<file path="config.mk">
export PLATFORM = sky130hd
export DESIGN_NAME = ocl_axil_reg_bridge
export DESIGN_NICKNAME = d
export VERILOG_FILES = /design/src/rtl/ocl_axil_pkg.sv /design/src/rtl/ocl_axil_rd_timer.sv /design/src/rtl/ocl_axil_reg_bridge.sv
export SDC_FILE = /design/constraint.sdc
export NUM_CORES = 1
export LEC_CHECK = 0
export ABC_AREA = 1
export CAP_MARGIN = 10
export CORE_MARGIN = 4
export CORE_UTILIZATION = 47
export CTS_CLUSTER_DIAMETER = 100
export DETAILED_ROUTE_END_ITERATION = 12
export GPL_TIMING_DRIVEN = 0
export PLACE_DENSITY = 0.87
export RECOVER_POWER = 50
export SLEW_MARGIN = 20
export SYNTH_ARGS = -nofsm -noshare
export SYNTH_HDL_FRONTEND = slang
export SYNTH_SLANG_ARGS = --single-unit
</file>
<file path="constraint.sdc">
create_clock -name clk_main_a0 -period 2.45 [get_ports clk_main_a0]
set_clock_uncertainty 0.05 [all_clocks]
set_input_delay 0.49 -clock clk_main_a0 [delete_from_list [all_inputs] [get_ports clk_main_a0]]
set_output_delay 0.49 -clock clk_main_a0 [all_outputs]
set_load 0.005 [all_outputs]
</file>
<file path="src/rtl/ocl_axil_pkg.sv">
// Shared response codes, error data and FSM state types for the OCL AXI-Lite register bridge.
package ocl_axil_pkg;

    localparam logic [1:0]  RESP_OKAY   = 2'b00;
    localparam logic [1:0]  RESP_SLVERR = 2'b10;
    localparam logic [1:0]  RESP_DECERR = 2'b11;
    localparam logic [31:0] RD_ERR_DATA = 32'hDEAD_BEEF;

    typedef enum logic [1:0] {
        W_IDLE  = 2'd0,
        W_ISSUE = 2'd1,
        W_RESP  = 2'd2
    } wr_state_t;

    typedef enum logic [1:0] {
        R_IDLE = 2'd0,
        R_WAIT = 2'd1,
        R_RESP = 2'd2
    } rd_state_t;

endpackage

</file>
<file path="src/rtl/ocl_axil_rd_timer.sv">
// Loadable 16-bit read-wait counter; tc_o marks the last cycle of the allowed wait window.
module ocl_axil_rd_timer #(
    parameter int unsigned LIMIT = 255
) (
    input  logic clk_i,
    input  logic rst_n_i,
    input  logic load_i,
    input  logic en_i,
    output logic tc_o
);

    logic [15:0] cnt_q, cnt_d;

    // Count reaches LIMIT at the end of the LIMIT-th wait cycle, so flag one value early.
    assign tc_o = (cnt_q == 16'(LIMIT - 1));

    always_comb begin
        cnt_d = cnt_q;
        if (load_i) begin
            cnt_d = '0;
        end else if (en_i && !tc_o) begin
            cnt_d = cnt_q + 16'd1;
        end
    end

    always_ff @(posedge clk_i or negedge rst_n_i) begin
        if (!rst_n_i) begin
            cnt_q <= '0;
        end else begin
            cnt_q <= cnt_d;
        end
    end

endmodule

</file>
<file path="src/rtl/ocl_axil_reg_bridge.sv">
// AXI4-Lite slave to one-cycle register strobes, with address-range decode and read timeout.
// Handshake: a beat transfers on a rising edge where valid and ready are both high; valid never waits on ready.
module ocl_axil_reg_bridge
    import ocl_axil_pkg::*;
#(
    parameter int unsigned          ADDR_W     = 32,
    parameter int unsigned          DATA_W     = 32,
    parameter logic [ADDR_W-1:0]    ADDR_LIMIT = 'h0001_0000,
    parameter int unsigned          RD_TIMEOUT = 255
) (
    input  logic                  clk_main_a0,
    input  logic                  rst_main_n,
    input  logic                  s_awvalid,
    output logic                  s_awready,
    input  logic [ADDR_W-1:0]     s_awaddr,
    input  logic                  s_wvalid,
    output logic                  s_wready,
    input  logic [DATA_W-1:0]     s_wdata,
    input  logic [DATA_W/8-1:0]   s_wstrb,
    output logic                  s_bvalid,
    input  logic                  s_bready,
    output logic [1:0]            s_bresp,
    input  logic                  s_arvalid,
    output logic                  s_arready,
    input  logic [ADDR_W-1:0]     s_araddr,
    output logic                  s_rvalid,
    input  logic                  s_rready,
    output logic [DATA_W-1:0]     s_rdata,
    output logic [1:0]            s_rresp,
    output logic                  reg_wr_en,
    output logic [ADDR_W-1:0]     reg_wr_addr,
    output logic [DATA_W-1:0]     reg_wr_data,
    output logic [DATA_W/8-1:0]   reg_wr_strb,
    output logic                  reg_rd_en,
    output logic [ADDR_W-1:0]     reg_rd_addr,
    input  logic                  reg_rd_ack,
    input  logic [DATA_W-1:0]     reg_rd_data
);

    localparam int unsigned STRB_W = DATA_W / 8;

    wr_state_t           wr_state_q, wr_state_d;
    logic                aw_held_q, aw_held_d, w_held_q, w_held_d;
    logic                awready_q, awready_d, wready_q, wready_d;
    logic [ADDR_W-1:0]   awaddr_q, awaddr_d;
    logic [DATA_W-1:0]   wdata_q, wdata_d;
    logic [STRB_W-1:0]   wstrb_q, wstrb_d;
    logic [1:0]          bresp_q, bresp_d;
    logic                wr_in_range;

    rd_state_t           rd_state_q, rd_state_d;
    logic                arready_q, arready_d;
    logic                rd_first_q, rd_first_d;
    logic [ADDR_W-1:0]   araddr_q, araddr_d;
    logic [DATA_W-1:0]   rdata_q, rdata_d;
    logic [1:0]          rresp_q, rresp_d;
    logic                tmr_load, tmr_en, tmr_tc;

    assign wr_in_range = (awaddr_q < ADDR_LIMIT);

    assign s_awready   = awready_q;
    assign s_wready    = wready_q;
    assign s_bvalid    = (wr_state_q == W_RESP);
    assign s_bresp     = bresp_q;
    assign reg_wr_en   = (wr_state_q == W_ISSUE) && wr_in_range;
    assign reg_wr_addr = awaddr_q;
    assign reg_wr_data = wdata_q;
    assign reg_wr_strb = wstrb_q;

    always_comb begin
        wr_state_d = wr_state_q;
        aw_held_d  = aw_held_q;
        w_held_d   = w_held_q;
        awaddr_d   = awaddr_q;
        wdata_d    = wdata_q;
        wstrb_d    = wstrb_q;
        bresp_d    = bresp_q;
        case (wr_state_q)
            W_IDLE: begin
                if (s_awvalid && awready_q) begin
                    aw_held_d = 1'b1;
                    awaddr_d  = s_awaddr;
                end
                if (s_wvalid && wready_q) begin
                    w_held_d = 1'b1;
                    wdata_d  = s_wdata;
                    wstrb_d  = s_wstrb;
                end
                if (aw_held_d && w_held_d) begin
                    wr_state_d = W_ISSUE;
                end
            end
            W_ISSUE: begin
                bresp_d    = wr_in_range ? RESP_OKAY : RESP_DECERR;
                aw_held_d  = 1'b0;
                w_held_d   = 1'b0;
                wr_state_d = W_RESP;
            end
            W_RESP: begin
                if (s_bready) begin
                    wr_state_d = W_IDLE;
                end
            end
            default: wr_state_d = W_IDLE;
        endcase
        // Readies are registered so they read 0 while held in reset.
        awready_d = (wr_state_d == W_IDLE) && !aw_held_d;
        wready_d  = (wr_state_d == W_IDLE) && !w_held_d;
    end

    always_ff @(posedge clk_main_a0 or negedge rst_main_n) begin
        if (!rst_main_n) begin
            wr_state_q <= W_IDLE;
            aw_held_q  <= 1'b0;
            w_held_q   <= 1'b0;
            awready_q  <= 1'b0;
            wready_q   <= 1'b0;
            awaddr_q   <= '0;
            wdata_q    <= '0;
            wstrb_q    <= '0;
            bresp_q    <= '0;
        end else begin
            wr_state_q <= wr_state_d;
            aw_held_q  <= aw_held_d;
            w_held_q   <= w_held_d;
            awready_q  <= awready_d;
            wready_q   <= wready_d;
            awaddr_q   <= awaddr_d;
            wdata_q    <= wdata_d;
            wstrb_q    <= wstrb_d;
            bresp_q    <= bresp_d;
        end
    end

    assign s_arready   = arready_q;
    assign s_rvalid    = (rd_state_q == R_RESP);
    assign s_rdata     = rdata_q;
    assign s_rresp     = rresp_q;
    assign reg_rd_en   = rd_first_q;
    assign reg_rd_addr = araddr_q;
    assign tmr_en      = (rd_state_q == R_WAIT);

    always_comb begin
        rd_state_d = rd_state_q;
        rd_first_d = 1'b0;
        araddr_d   = araddr_q;
        rdata_d    = rdata_q;
        rresp_d    = rresp_q;
        tmr_load   = 1'b0;
        case (rd_state_q)
            R_IDLE: begin
                if (s_arvalid && arready_q) begin
                    araddr_d = s_araddr;
                    if (s_araddr < ADDR_LIMIT) begin
                        tmr_load   = 1'b1;
                        rd_first_d = 1'b1;
                        rd_state_d = R_WAIT;
                    end else begin
                        rdata_d    = '0;
                        rresp_d    = RESP_DECERR;
                        rd_state_d = R_RESP;
                    end
                end
            end
            R_WAIT: begin
                // Ack is checked before the timeout so a same-cycle ack wins.
                if (reg_rd_ack) begin
                    rdata_d    = reg_rd_data;
                    rresp_d    = RESP_OKAY;
                    rd_state_d = R_RESP;
                end else if (tmr_tc) begin
                    rdata_d    = DATA_W'(RD_ERR_DATA);
                    rresp_d    = RESP_SLVERR;
                    rd_state_d = R_RESP;
                end
            end
            R_RESP: begin
                if (s_rready) begin
                    rd_state_d = R_IDLE;
                end
            end
            default: rd_state_d = R_IDLE;
        endcase
        arready_d = (rd_state_d == R_IDLE);
    end

    always_ff @(posedge clk_main_a0 or negedge rst_main_n) begin
        if (!rst_main_n) begin
            rd_state_q <= R_IDLE;
            arready_q  <= 1'b0;
            rd_first_q <= 1'b0;
            araddr_q   <= '0;
            rdata_q    <= '0;
            rresp_q    <= '0;
        end else begin
            rd_state_q <= rd_state_d;
            arready_q  <= arready_d;
            rd_first_q <= rd_first_d;
            araddr_q   <= araddr_d;
            rdata_q    <= rdata_d;
            rresp_q    <= rresp_d;
        end
    end

    ocl_axil_rd_timer #(
        .LIMIT (RD_TIMEOUT)
    ) u_rd_timer (
        .clk_i   (clk_main_a0),
        .rst_n_i (rst_main_n),
        .load_i  (tmr_load),
        .en_i    (tmr_en),
        .tc_o    (tmr_tc)
    );

endmodule

</file>
==> impl_metrics.xml, run 1 <==
<?xml version="1.0" encoding="UTF-8"?>
<metrics>
  <group name="status">
    <metric name="outcome" unit="">complete, but fails checks</metric>
    <metric name="violations" unit="">capacitance limit, slew limit</metric>
  </group>
  <group name="place">
    <metric name="io_port_bufs" unit="">282</metric>
    <metric name="globalplace.congestion" unit="">0.906</metric>
    <metric name="dpl-instance-area" unit="mm²">0.00998</metric>
    <metric name="dp_hpwl" unit="mm">15.0</metric>
  </group>
  <group name="sta">
    <metric name="report.final.hold_viol_count" unit="">0</metric>
    <metric name="final_period_minus_worst_setup_slack" unit="ns">2.22</metric>
    <metric name="hold_slack" unit="ns">0.419</metric>
    <metric name="worstMarginPinSlew" unit="ns">2.04</metric>
    <metric name="max_clk_rate" unit="MHz">451</metric>
    <metric name="setup-tns-final" unit="ns">0</metric>
    <metric name="slew_violations" unit="">82</metric>
    <metric name="timing.final.setup_violations" unit="">0</metric>
    <metric name="rsz0062_at_grt" unit="">false</metric>
    <metric name="worst_slew_margin_rel" unit="%">-35.9</metric>
    <metric name="final_min_period_over_clock_period" unit="%">90.4</metric>
  </group>
  <group name="grt">
    <metric name="grt_pass1_vias" unit="">6328</metric>
    <metric name="grt_antenna_before_repair" unit="">0</metric>
    <metric name="groute.usage.overall" unit="%">24.3</metric>
    <metric name="globalRoute.totalOverflow" unit="">0</metric>
    <metric name="first_pass_grt_wire_length" unit="mm">32.0</metric>
    <metric name="grt_start_max_net_pins" unit="">83</metric>
  </group>
  <group name="critical_path">
    <metric name="worstPathArrival" unit="ns">1.68</metric>
    <metric name="worst-path-max-fanout" unit="">3</metric>
    <metric name="cp-start-kind" unit="">register</metric>
    <metric name="crit_required" unit="ns">1.91</metric>
    <metric name="setup.worst_path.class" unit="">register to primary output</metric>
    <metric name="setup.worst_path.end_class" unit="">primary output</metric>
  </group>
  <group name="logic_synthesis">
    <metric name="synth.cell_area" unit="mm²">0.00690</metric>
    <metric name="async_flop_share" unit="%">100</metric>
    <metric name="synth-warning-count" unit="">0</metric>
    <metric name="top_area_cell_type_share_of_the_netlist_area" unit="%">58.4</metric>
    <metric name="yosys.cell_types.count" unit="">25</metric>
    <metric name="ys_seq_area_share" unit="%">58.4</metric>
    <metric name="syn-num-nets" unit="">941</metric>
    <metric name="postSynthRegisterBits" unit="">161</metric>
    <metric name="synth.cells.most_frequent" unit="">nand2_1 (353), dfrtp_1 (161), nor2_1 (100)</metric>
    <metric name="synth_ff_type" unit="">dfrtp_1</metric>
    <metric name="syn_area_per_cell" unit="µm²">8.63</metric>
    <metric name="synth-edff-count" unit="">0</metric>
    <metric name="post_synthesis_cell_type_with_the_largest_combined_area" unit="">dfrtp_1</metric>
    <metric name="cell_with_the_most_instances_after_synthesis" unit="">nand2_1</metric>
    <metric name="ys_top_cells_by_area" unit="">dfrtp_1 (58%), nand2_1 (19%), nor2_1 (5.4%)</metric>
    <metric name="synthCells" unit="">799</metric>
  </group>
  <group name="drt">
    <metric name="detailedRoute.firstPassIterationCount" unit="">5</metric>
    <metric name="met2RoutedLength" unit="mm">10.3</metric>
    <metric name="drt_iter0_drc" unit="">290</metric>
    <metric name="vias_per_cell" unit="">4.97</metric>
    <metric name="ant_nets" unit="">0</metric>
    <metric name="final_routed_drc_violation_total" unit="">0</metric>
    <metric name="dr_wl_met3" unit="mm">1.31</metric>
    <metric name="vias" unit="">6445</metric>
    <metric name="detail_route.wirelength.met1" unit="mm">7.66</metric>
    <metric name="drt-total-wl" unit="mm">20.0</metric>
    <metric name="drt-wirelength-per-cell" unit="µm">15.4</metric>
    <metric name="route.top_layer_used" unit="">met4</metric>
  </group>
  <group name="floorplan">
    <metric name="design.die.area" unit="mm²">0.0167</metric>
    <metric name="pin_count" unit="">283</metric>
    <metric name="design.core.area" unit="mm²">0.0145</metric>
    <metric name="rows" unit="">44</metric>
    <metric name="chipWidth" unit="µm">129</metric>
    <metric name="start_util" unit="%">47.6</metric>
    <metric name="fp.dieH" unit="µm">129</metric>
  </group>
  <group name="layout">
    <metric name="fill_cells" unit="">1037</metric>
    <metric name="layout.core_utilization" unit="%">72.5</metric>
    <metric name="net_count_reported_at_finish" unit="">1243</metric>
    <metric name="layout.cell_area.non_filler" unit="mm²">0.0105</metric>
    <metric name="drive_gt1_share" unit="%">7.63</metric>
    <metric name="antenna-diode-count" unit="">0</metric>
    <metric name="area_delta_synth_final" unit="%">52.2</metric>
  </group>
  <group name="pwr">
    <metric name="leakage" unit="µW">0.00511</metric>
    <metric name="max-vdd-ir-drop" unit="µV">600</metric>
    <metric name="power_density" unit="mW/mm²">969</metric>
  </group>
  <group name="clock_network">
    <metric name="worst_setup_hold_path_clk_slew" unit="ns">0.06</metric>
    <metric name="cts_h_tree_lvls" unit="">4</metric>
    <metric name="numClockSinks" unit="">161</metric>
    <metric name="tritoncts.num_buffers" unit="">17</metric>
    <metric name="cts_tree" unit="">done</metric>
    <metric name="cts_hold_buf" unit="">0</metric>
    <metric name="cts_root_buffer" unit="">clkbuf_16</metric>
    <metric name="clockBufferDepth" unit="">2</metric>
    <metric name="worstSkewPairLatency" unit="ns">0.43</metric>
  </group>
  <group name="job">
    <metric name="max-cap-violations" unit="">1</metric>
  </group>
  <group name="min_path">
    <metric name="worst_hold_path_type" unit="">register to register</metric>
  </group>
</metrics>
cells by family after synthesis:
group | share of synthesized area (%)
AO/OA/AOI/OAI | 0.671
buffers and inverters | 4.01
multiplexers | 5.23
flip-flops | 58.4
AND/OR/NAND/NOR | 30.4
adder cells (fa/ha/maj) | 0.363
XOR/XNOR | 0.889
area by class of cell:
| class | instances | area [µm²] | share of cell area (%) |
|---|---|---|---|
| clock buffers | 18 | 429 | 4.09 |
| flip-flops and latches | 161 | 4030 | 38.4 |
| multi-input cells | 575 | 2590 | 24.7 |
| inverters | 31 | 116 | 1.11 |
| repair buffers | 283 | 2840 | 27.1 |
| well taps | 184 | 230 | 2.19 |
| clock inverters | 14 | 108 | 1.03 |
| plain buffers | 32 | 151 | 1.44 |
repair_timing:
item	in CTS	in global routing
endpoints found under the setup margin	1	0
gates resized for setup	1	0
setup buffers	0	0
critical path, stage by stage (launching register included):
cell           delay (ns)
dfrtp_1              0.37
inv_1                0.09
nand2_1              0.10
inv_1                0.11
nand3_1              0.08
nor3_1               0.23
dlygate4sd2_1        0.29
where the power goes:
| group | internal, µW | switching (µW) |
|---|---|---|
| Sequential | 3530 | 503 |
| Clock | 1310 | 1120 |
| Combinational | 2200 | 1500 |
| Total | 7040 | 3130 |
flip-flops by register name, summed over array words and instances, names as in the netlist, 2 cells and up:
signal,flops
u_rd_timer.cnt_q,16
rd_state_q,2
reg_wr_addr,32
wr_state_q,2
reg_wr_data,32
s_rdata,32
reg_rd_addr,32
s_rresp,2
reg_wr_strb,4
placed cells by master (no fill, tap or decap), types with 2 or more instances in the layout:
cell type | Yosys | routed
clkbuf_1 | 14 | 22
nand2_1 | 353 | 354
xnor2_1 | 4 | 4
inv_2 | 5 | 4
dlygate4sd3_1 | 0 | 3
clkinv_4 | 0 | 2
inv_1 | 25 | 26
inv_6 | 0 | 6
clkinv_2 | 0 | 3
ha_1 | 2 | 2
clkdlybuf4s50_1 | 0 | 277
o21ai_0 | 6 | 6
buf_6 | 2 | 2
nor2_1 | 100 | 100
buf_2 | 14 | 7
mux2_2 | 32 | 31
dfrtp_1 | 161 | 161
clkbuf_16 | 0 | 17
nand2_2 | 3 | 2
buf_4 | 2 | 2
a21oi_1 | 2 | 2
clkinvlp_4 | 0 | 3
nand4_1 | 7 | 7
xor2_1 | 3 | 3
nand3_1 | 57 | 57
routing by layer:
layer	global-route usage, %	up-vias
met5	0	-
met1	29.5	3063
met2	40.5	231
li1	-	3097
met4	10.7	0
met3	6.88	54
final timing paths:
path                            startpoint               to  slack (ns)  cells past startpoint
min                        reg_rd_addr[12]  reg_rd_addr[12]        0.42                      2
max reg2reg                  wr_state_q[0]  reg_wr_data[27]        0.55                      7
min in group asynchronous       rst_main_n  reg_rd_addr[21]        0.58                      1
min reg2reg                reg_rd_addr[12]  reg_rd_addr[12]        0.42                      2
max in group asynchronous       rst_main_n  reg_wr_data[24]        0.56                      1
max                          wr_state_q[1]        reg_wr_en        0.23                      6
metrics by stage:
stage | total power (µW) | worst slack (ns) | cells
6_report | 10200 | 0.234 | 1298
4_1_cts | 10300 | 0.212 | 1298
3_3_place_gp | 7660 | -5.67 | 1265
5_1_grt | 10800 | 0.0904 | 1298
3_5_place_dp | 7820 | 0.229 | 1266
2_1_floorplan | 5380 | 0.929 | 799
(Power assumes the default switching activity.)
==> run 2: changes to the inputs <==
==> constraint.sdc (replaced) <==
create_clock -name clk_main_a0 -period 2.45 [get_ports clk_main_a0]
set_clock_uncertainty 0.05 [all_clocks]
set_input_delay 0.3675 -clock clk_main_a0 [delete_from_list [all_inputs] [get_ports clk_main_a0]]
set_output_delay 0.3675 -clock clk_main_a0 [all_outputs]
set_load 0.005 [all_outputs]
==> run 2 against run 1 <==
Net effect: the run now ends clean; non-clock buffer count rose by 1; via count fell by 0.14%; cell area rose by 0.13%; clock power barely moved; critical path type unchanged; die area did not move; highest routed layer unchanged.
==> impl_metrics.xml, run 2 (synthesized netlist as in run 1, its figures left out) <==
<?xml version="1.0" encoding="UTF-8"?>
<metrics>
  <group name="status">
    <metric name="outcome" unit="">finished, final reports clean</metric>
  </group>
  <group name="clock_network">
    <metric name="numClockSinks" unit="">161</metric>
    <metric name="worst_setup_hold_path_clk_slew" unit="ns">0.06</metric>
    <metric name="tritoncts.num_buffers" unit="">17</metric>
    <metric name="cts_root_buffer" unit="">clkbuf_16</metric>
    <metric name="clockBufferDepth" unit="">2</metric>
    <metric name="post-cts-setup-buffers" unit="">0</metric>
    <metric name="cts_tree" unit="">done</metric>
    <metric name="worstSkewPairLatency" unit="ns">0.43</metric>
    <metric name="cts_h_tree_lvls" unit="">4</metric>
  </group>
  <group name="drt">
    <metric name="vias_per_cell" unit="">4.95</metric>
    <metric name="vias" unit="">6436</metric>
    <metric name="final_routed_drc_violation_total" unit="">0</metric>
    <metric name="ant_nets" unit="">0</metric>
    <metric name="detailedRoute.firstPassIterationCount" unit="">5</metric>
    <metric name="drt-total-wl" unit="mm">20.1</metric>
    <metric name="drt-wirelength-per-cell" unit="µm">15.5</metric>
    <metric name="drt_iter0_drc" unit="">303</metric>
  </group>
  <group name="layout">
    <metric name="fill_cells" unit="">1037</metric>
    <metric name="drive_gt1_share" unit="%">7.44</metric>
    <metric name="layout_common_cells" unit="">nand2_1 (355), clkdlybuf4s50_1 (280), dfrtp_1 (161)</metric>
    <metric name="finalNonFillerCells" unit="">1299</metric>
    <metric name="antenna-diode-count" unit="">0</metric>
    <metric name="net_count_reported_at_finish" unit="">1244</metric>
    <metric name="most_common_library_cell_in_the_layout_ignoring_fill_and_taps" unit="">nand2_1</metric>
    <metric name="area_delta_synth_final" unit="%">52.4</metric>
  </group>
  <group name="floorplan">
    <metric name="start_util" unit="%">47.6</metric>
    <metric name="chipWidth" unit="µm">129</metric>
    <metric name="pin_count" unit="">283</metric>
    <metric name="rows" unit="">44</metric>
    <metric name="fp.dieH" unit="µm">129</metric>
    <metric name="design.core.area" unit="mm²">0.0145</metric>
    <metric name="design.die.area" unit="mm²">0.0167</metric>
  </group>
  <group name="critical_path">
    <metric name="worst-r2r-cell-count" unit="">7</metric>
    <metric name="crit_path_max_incr_delay" unit="ns">0.56</metric>
    <metric name="setup.worst_path.end_class" unit="">primary output</metric>
    <metric name="ff2ff_setup_slack" unit="ns">0.54</metric>
    <metric name="worst-path-max-fanout" unit="">4</metric>
    <metric name="cp-start-kind" unit="">register</metric>
    <metric name="crit_path_top_delay_cell" unit="">clkdlybuf4s50_1</metric>
    <metric name="worst_r2r_startpoint" unit="">wr_state_q[0]</metric>
    <metric name="setup.worst_path.start" unit="">rd_state_q[1]</metric>
    <metric name="worstPathCellList" unit="">inv_1 &gt; nor2_1 &gt; clkdlybuf4s50_1</metric>
    <metric name="worstPathArrival" unit="ns">1.67</metric>
    <metric name="crit_required" unit="ns">2.03</metric>
    <metric name="setup.worst_path.class" unit="">register to primary output</metric>
    <metric name="r2r-end" unit="">reg_wr_data[27]</metric>
    <metric name="timing.critical_path.to" unit="">s_rvalid</metric>
  </group>
  <group name="place">
    <metric name="dp_hpwl" unit="mm">15.0</metric>
    <metric name="placed_cells" unit="">1266</metric>
    <metric name="globalplace.congestion" unit="">0.906</metric>
    <metric name="io_port_bufs" unit="">282</metric>
  </group>
  <group name="sta">
    <metric name="worst_slew_margin_rel" unit="%">24.5</metric>
    <metric name="rsz0062_at_grt" unit="">false</metric>
    <metric name="final_min_period_over_clock_period" unit="%">85.2</metric>
    <metric name="worstMarginPinSlew" unit="ns">1.13</metric>
    <metric name="setup-tns-final" unit="ns">0</metric>
    <metric name="timing.final.setup_violations" unit="">0</metric>
    <metric name="max_clk_rate" unit="MHz">479</metric>
    <metric name="slew_violations" unit="">0</metric>
    <metric name="final_period_minus_worst_setup_slack" unit="ns">2.09</metric>
    <metric name="report.final.hold_viol_count" unit="">0</metric>
  </group>
  <group name="pwr">
    <metric name="max-vdd-ir-drop" unit="µV">600</metric>
    <metric name="power_density" unit="mW/mm²">968</metric>
    <metric name="leakage" unit="µW">0.00512</metric>
  </group>
  <group name="min_path">
    <metric name="worst_hold_path_type" unit="">input pin to register</metric>
    <metric name="hold_start" unit="">s_araddr[15]</metric>
  </group>
  <group name="grt">
    <metric name="grt_antenna_before_repair" unit="">0</metric>
    <metric name="grt_start_max_net_pins" unit="">83</metric>
    <metric name="first_pass_grt_wire_length" unit="mm">32.0</metric>
    <metric name="globalRoute.totalOverflow" unit="">0</metric>
    <metric name="grt_pass1_vias" unit="">6330</metric>
    <metric name="groute.usage.overall" unit="%">24.3</metric>
  </group>
  <group name="job">
    <metric name="max-cap-violations" unit="">0</metric>
  </group>
</metrics>
==> run 2: cell types whose count changed in the layout (fill, tap and decap cells not counted) <==
| cell | previous run | this run |
|---|---|---|
| inv_2 | 4 | 3 |
| nand2_1 | 354 | 355 |
| inv_1 | 26 | 27 |
| dlygate4sd2_1 | 1 | 0 |
| nand2_2 | 2 | 1 |
| clkbuf_2 | 1 | 0 |
| dlygate4sd3_1 | 3 | 1 |
| dlymetal6s2s_1 | 0 | 1 |
| clkbuf_4 | 0 | 1 |
| clkdlybuf4s50_1 | 277 | 280 |
==> run 2: what timing repair did <==
action                                  4_1_cts  5_1_grt
endpoints found under the setup margin        0        1
resized for setup                             0        2
hold buffers                                  1        0
endpoints found under the hold margin        81        0
==> run 2: area by class of cell <==
type                            count  area, µm²  share of cell area [%]
Timing Repair Buffer              284       2860                    27.2
Clock buffer                       18        429                    4.08
Inverter                           31        116                    1.11
Sequential cell                   161       4030                    38.3
Clock inverter                     14        108                    1.02
Multi-Input combinational cell    575       2590                    24.6
Tap cell                          184        230                    2.19
Buffer                             32        151                    1.44
==> run 2: layer usage <==
layer / global-route usage [%] / part of all wire (%) / up-vias
met3: 6.84 / 6.4 / 56
met5: 0 / 0 / -
met1: 29.6 / 38 / 3060
li1: - / - / 3101
met4: 10.6 / 3.9 / 0
met2: 40.7 / 52 / 219
==> run 2: power by group <==
| part | leakage [µW] | switching [µW] | internal [µW] |
|---|---|---|---|
| registers | 0.00204 | 505 | 3530 |
| clock network | 0.000258 | 1130 | 1310 |
| logic | 0.00282 | 1500 | 2210 |
==> run 2: critical path: cells and delay by family (launching register included) <==
kind                   cells  cell delay [ns]
flip-flops                 1             0.47
buffers and inverters      2             0.62
AND/OR/NAND/NOR            1             0.14
==> run 2: stage by stage <==
step	setup slack, ns	hold slack, ns	total power, µW	instance area, µm²	util, %
CTS	0.0421	0.406	10300	10500	72.7
finish	0.363	0.419	10200	10500	72.6
floorplan	0.967	0.0219	5380	6900	-
detailed placement	0.352	0.345	7820	9980	68.9
global route	0.262	0.420	10800	10500	72.6
global placement	-5.55	0.402	7660	9950	68.7
==> run 2: how the worst min path moves through the flow <==
| stage | end | slack (ns) | cells past startpoint |
|---|---|---|---|
| after detailed placement | reg_rd_addr[21] | 0.34 | 1 |
| after CTS | reg_rd_addr[15] | 0.41 | 3 |
| after global routing | reg_wr_data[3] | 0.42 | 3 |
| after floorplan | aw_held_q | 0.02 | 0 |
| after global placement | reg_rd_addr[26] | 0.40 | 2 |
| final | reg_rd_addr[15] | 0.42 | 3 |
==> run 3: changes to the inputs <==
- clock period: 2.45 -> 2.6 ns (I/O delays scaled with it)
==> run 3 against run 2 <==
Net effect: wire length shrank 0.35%; final cell count stayed put; global-route usage stayed put; clock power decreased by 6%; critical endpoint is now reg_wr_en; non-clock buffer count did not move; power decreased by 5.9%; critical path depth rose by 3; via count about the same; flip-flop and latch count stayed put; combinational power decreased by 6.2%; setup slack worse by 0.17 ns; sequential share of layout area is 0.11 points higher.
==> impl_metrics.xml, run 3 (synthesized netlist as in run 1, its figures left out) <==
<?xml version="1.0" encoding="UTF-8"?>
<metrics>
  <group name="pwr">
    <metric name="leakage" unit="µW">0.00510</metric>
    <metric name="post-layout-total-power" unit="µW">9570</metric>
    <metric name="max-vdd-ir-drop" unit="µV">565</metric>
    <metric name="power_density" unit="mW/mm²">914</metric>
  </group>
  <group name="drt">
    <metric name="detailedRoute.firstPassIterationCount" unit="">5</metric>
    <metric name="drt-total-wl" unit="mm">20.1</metric>
    <metric name="dr_wl_met3" unit="mm">1.32</metric>
    <metric name="vias_per_cell" unit="">4.95</metric>
    <metric name="final_routed_drc_violation_total" unit="">0</metric>
    <metric name="ant_nets" unit="">0</metric>
    <metric name="drt-wirelength-per-cell" unit="µm">15.4</metric>
    <metric name="drt_iter0_drc" unit="">303</metric>
    <metric name="vias" unit="">6433</metric>
    <metric name="met2RoutedLength" unit="mm">10.3</metric>
    <metric name="detail_route.wirelength.met1" unit="mm">7.69</metric>
    <metric name="route.top_layer_used" unit="">met4</metric>
  </group>
  <group name="layout">
    <metric name="antenna-diode-count" unit="">0</metric>
    <metric name="area_delta_synth_final" unit="%">52.0</metric>
    <metric name="fill_cells" unit="">1038</metric>
    <metric name="layout.core_utilization" unit="%">72.4</metric>
    <metric name="layout.cell_area.non_filler" unit="mm²">0.0105</metric>
    <metric name="net_count_reported_at_finish" unit="">1244</metric>
    <metric name="drive_gt1_share" unit="%">7.35</metric>
    <metric name="layout_common_cells" unit="">nand2_1 (355), clkdlybuf4s50_1 (279), dfrtp_1 (161)</metric>
    <metric name="most_common_library_cell_in_the_layout_ignoring_fill_and_taps" unit="">nand2_1</metric>
  </group>
  <group name="sta">
    <metric name="report.final.hold_viol_count" unit="">0</metric>
    <metric name="worstMarginPinSlew" unit="ns">1.10</metric>
    <metric name="max_clk_rate" unit="MHz">416</metric>
    <metric name="timing.final.setup_violations" unit="">0</metric>
    <metric name="setup-tns-final" unit="ns">0</metric>
    <metric name="final_period_minus_worst_setup_slack" unit="ns">2.41</metric>
    <metric name="rsz0062_at_grt" unit="">false</metric>
    <metric name="worst_slew_margin_rel" unit="%">26.6</metric>
    <metric name="final_min_period_over_clock_period" unit="%">92.5</metric>
    <metric name="slew_violations" unit="">0</metric>
  </group>
  <group name="critical_path">
    <metric name="setup.worst_path.class" unit="">register to primary output</metric>
    <metric name="worst_r2r_startpoint" unit="">rd_state_q[1]</metric>
    <metric name="worstPathArrival" unit="ns">1.97</metric>
    <metric name="cp-start-kind" unit="">register</metric>
    <metric name="worst-r2r-cell-count" unit="">6</metric>
    <metric name="setup.worst_path.start" unit="">wr_state_q[1]</metric>
    <metric name="r2r-end" unit="">s_rdata[10]</metric>
    <metric name="ff2ff_setup_slack" unit="ns">0.33</metric>
    <metric name="worst-path-max-fanout" unit="">3</metric>
    <metric name="crit_required" unit="ns">2.16</metric>
    <metric name="setup.worst_path.end_class" unit="">primary output</metric>
  </group>
  <group name="clock_network">
    <metric name="cts-resized-gates" unit="">0</metric>
    <metric name="cts_hold_buf" unit="">1</metric>
    <metric name="clockBufferDepth" unit="">2</metric>
    <metric name="cts_h_tree_lvls" unit="">4</metric>
    <metric name="worst_setup_hold_path_clk_slew" unit="ns">0.06</metric>
    <metric name="numClockSinks" unit="">161</metric>
    <metric name="tritoncts.num_buffers" unit="">17</metric>
    <metric name="worstSkewPairLatency" unit="ns">0.43</metric>
    <metric name="post-cts-setup-buffers" unit="">0</metric>
    <metric name="cts_tree" unit="">done</metric>
    <metric name="cts_root_buffer" unit="">clkbuf_16</metric>
  </group>
  <group name="job">
    <metric name="max-cap-violations" unit="">0</metric>
  </group>
  <group name="floorplan">
    <metric name="chipWidth" unit="µm">129</metric>
    <metric name="design.die.area" unit="mm²">0.0167</metric>
    <metric name="start_util" unit="%">47.6</metric>
    <metric name="fp.dieH" unit="µm">129</metric>
    <metric name="pin_count" unit="">283</metric>
    <metric name="design.core.area" unit="mm²">0.0145</metric>
    <metric name="rows" unit="">44</metric>
  </group>
  <group name="min_path">
    <metric name="worst_hold_path.num_cells" unit="">2</metric>
    <metric name="hold-path-endpoint" unit="">reg_rd_addr[12]</metric>
    <metric name="hold_start" unit="">reg_rd_addr[12]</metric>
    <metric name="worst_hold_path_type" unit="">register to register</metric>
  </group>
  <group name="place">
    <metric name="dpl-instance-area" unit="mm²">0.00998</metric>
    <metric name="io_port_bufs" unit="">282</metric>
    <metric name="dp_hpwl" unit="mm">15.0</metric>
    <metric name="globalplace.congestion" unit="">0.906</metric>
  </group>
  <group name="grt">
    <metric name="groute.usage.overall" unit="%">24.3</metric>
    <metric name="grt_pass1_vias" unit="">6330</metric>
    <metric name="grt_start_max_net_pins" unit="">83</metric>
    <metric name="globalRoute.totalOverflow" unit="">0</metric>
    <metric name="first_pass_grt_wire_length" unit="mm">32.0</metric>
    <metric name="grt_antenna_before_repair" unit="">0</metric>
  </group>
  <group name="status">
    <metric name="outcome" unit="">finished, final reports clean</metric>
  </group>
</metrics>
==> run 3: changes by cell type in the layout (fill, tap and decap cells not counted) <==
cell | previous run | this run
buf_16 | 1 | 0
nor3_1 | 1 | 2
dlygate4sd3_1 | 1 | 3
buf_6 | 2 | 3
nor3_4 | 1 | 0
dlymetal6s2s_1 | 1 | 0
clkdlybuf4s50_1 | 280 | 279
==> run 3: worst max-delay path by stage <==
| stage | end | slack (ns) |
|---|---|---|
| floorplan | s_rdata[30] | 1.12 |
| global placement | reg_wr_data[14] | -5.42 |
| detailed placement | s_rdata[5] | 0.48 |
| CTS | reg_wr_en | 0.17 |
| global route | reg_wr_en | 0.04 |
| finish | reg_wr_en | 0.19 |
==> run 3: per-layer routing <==
layer	up-vias	GRT usage [%]
met2	222	40.7
met4	0	10.6
met5	-	0
met1	3064	29.6
met3	48	6.84
li1	3099	-
==> run 3: metrics by stage <==
step / setup slack, ns / instances / hold slack, ns
global placement: -5.42 / 1265 / 0.402
floorplan: 1.12 / 799 / 0.0444
global route: 0.0429 / 1299 / 0.439
detailed placement: 0.479 / 1266 / 0.367
finish: 0.194 / 1299 / 0.419
CTS: 0.170 / 1299 / 0.424
==> run 3: cell type report <==
| class | instances | area, µm² | share of cell area [%] |
|---|---|---|---|
| clock inverters | 14 | 108 | 1.03 |
| repair buffers | 284 | 2840 | 27.1 |
| well taps | 184 | 230 | 2.20 |
| inverters | 31 | 116 | 1.11 |
| plain buffers | 32 | 151 | 1.44 |
| multi-input cells | 575 | 2570 | 24.6 |
| clock buffers | 18 | 429 | 4.10 |
| flip-flops and latches | 161 | 4030 | 38.4 |
==> run 3: power breakdown <==
| group | leakage (µW) | internal [µW] | switching (µW) | total (µW) |
|---|---|---|---|---|
| logic | 0.00280 | 2070 | 1410 | 3480 |
| clock network | 0.000258 | 1230 | 1060 | 2300 |
| registers | 0.00204 | 3320 | 471 | 3800 |
| total | 0.00510 | 6630 | 2940 | 9570 |
==> run 3: worst max-delay path: stages, from the launching register on <==
cell             delay, ns
dfrtp_1               0.37
inv_1                 0.09
nand2_1               0.10
inv_1                 0.11
nand3_1               0.08
nor3_1                0.23
clkdlybuf4s50_1       0.57
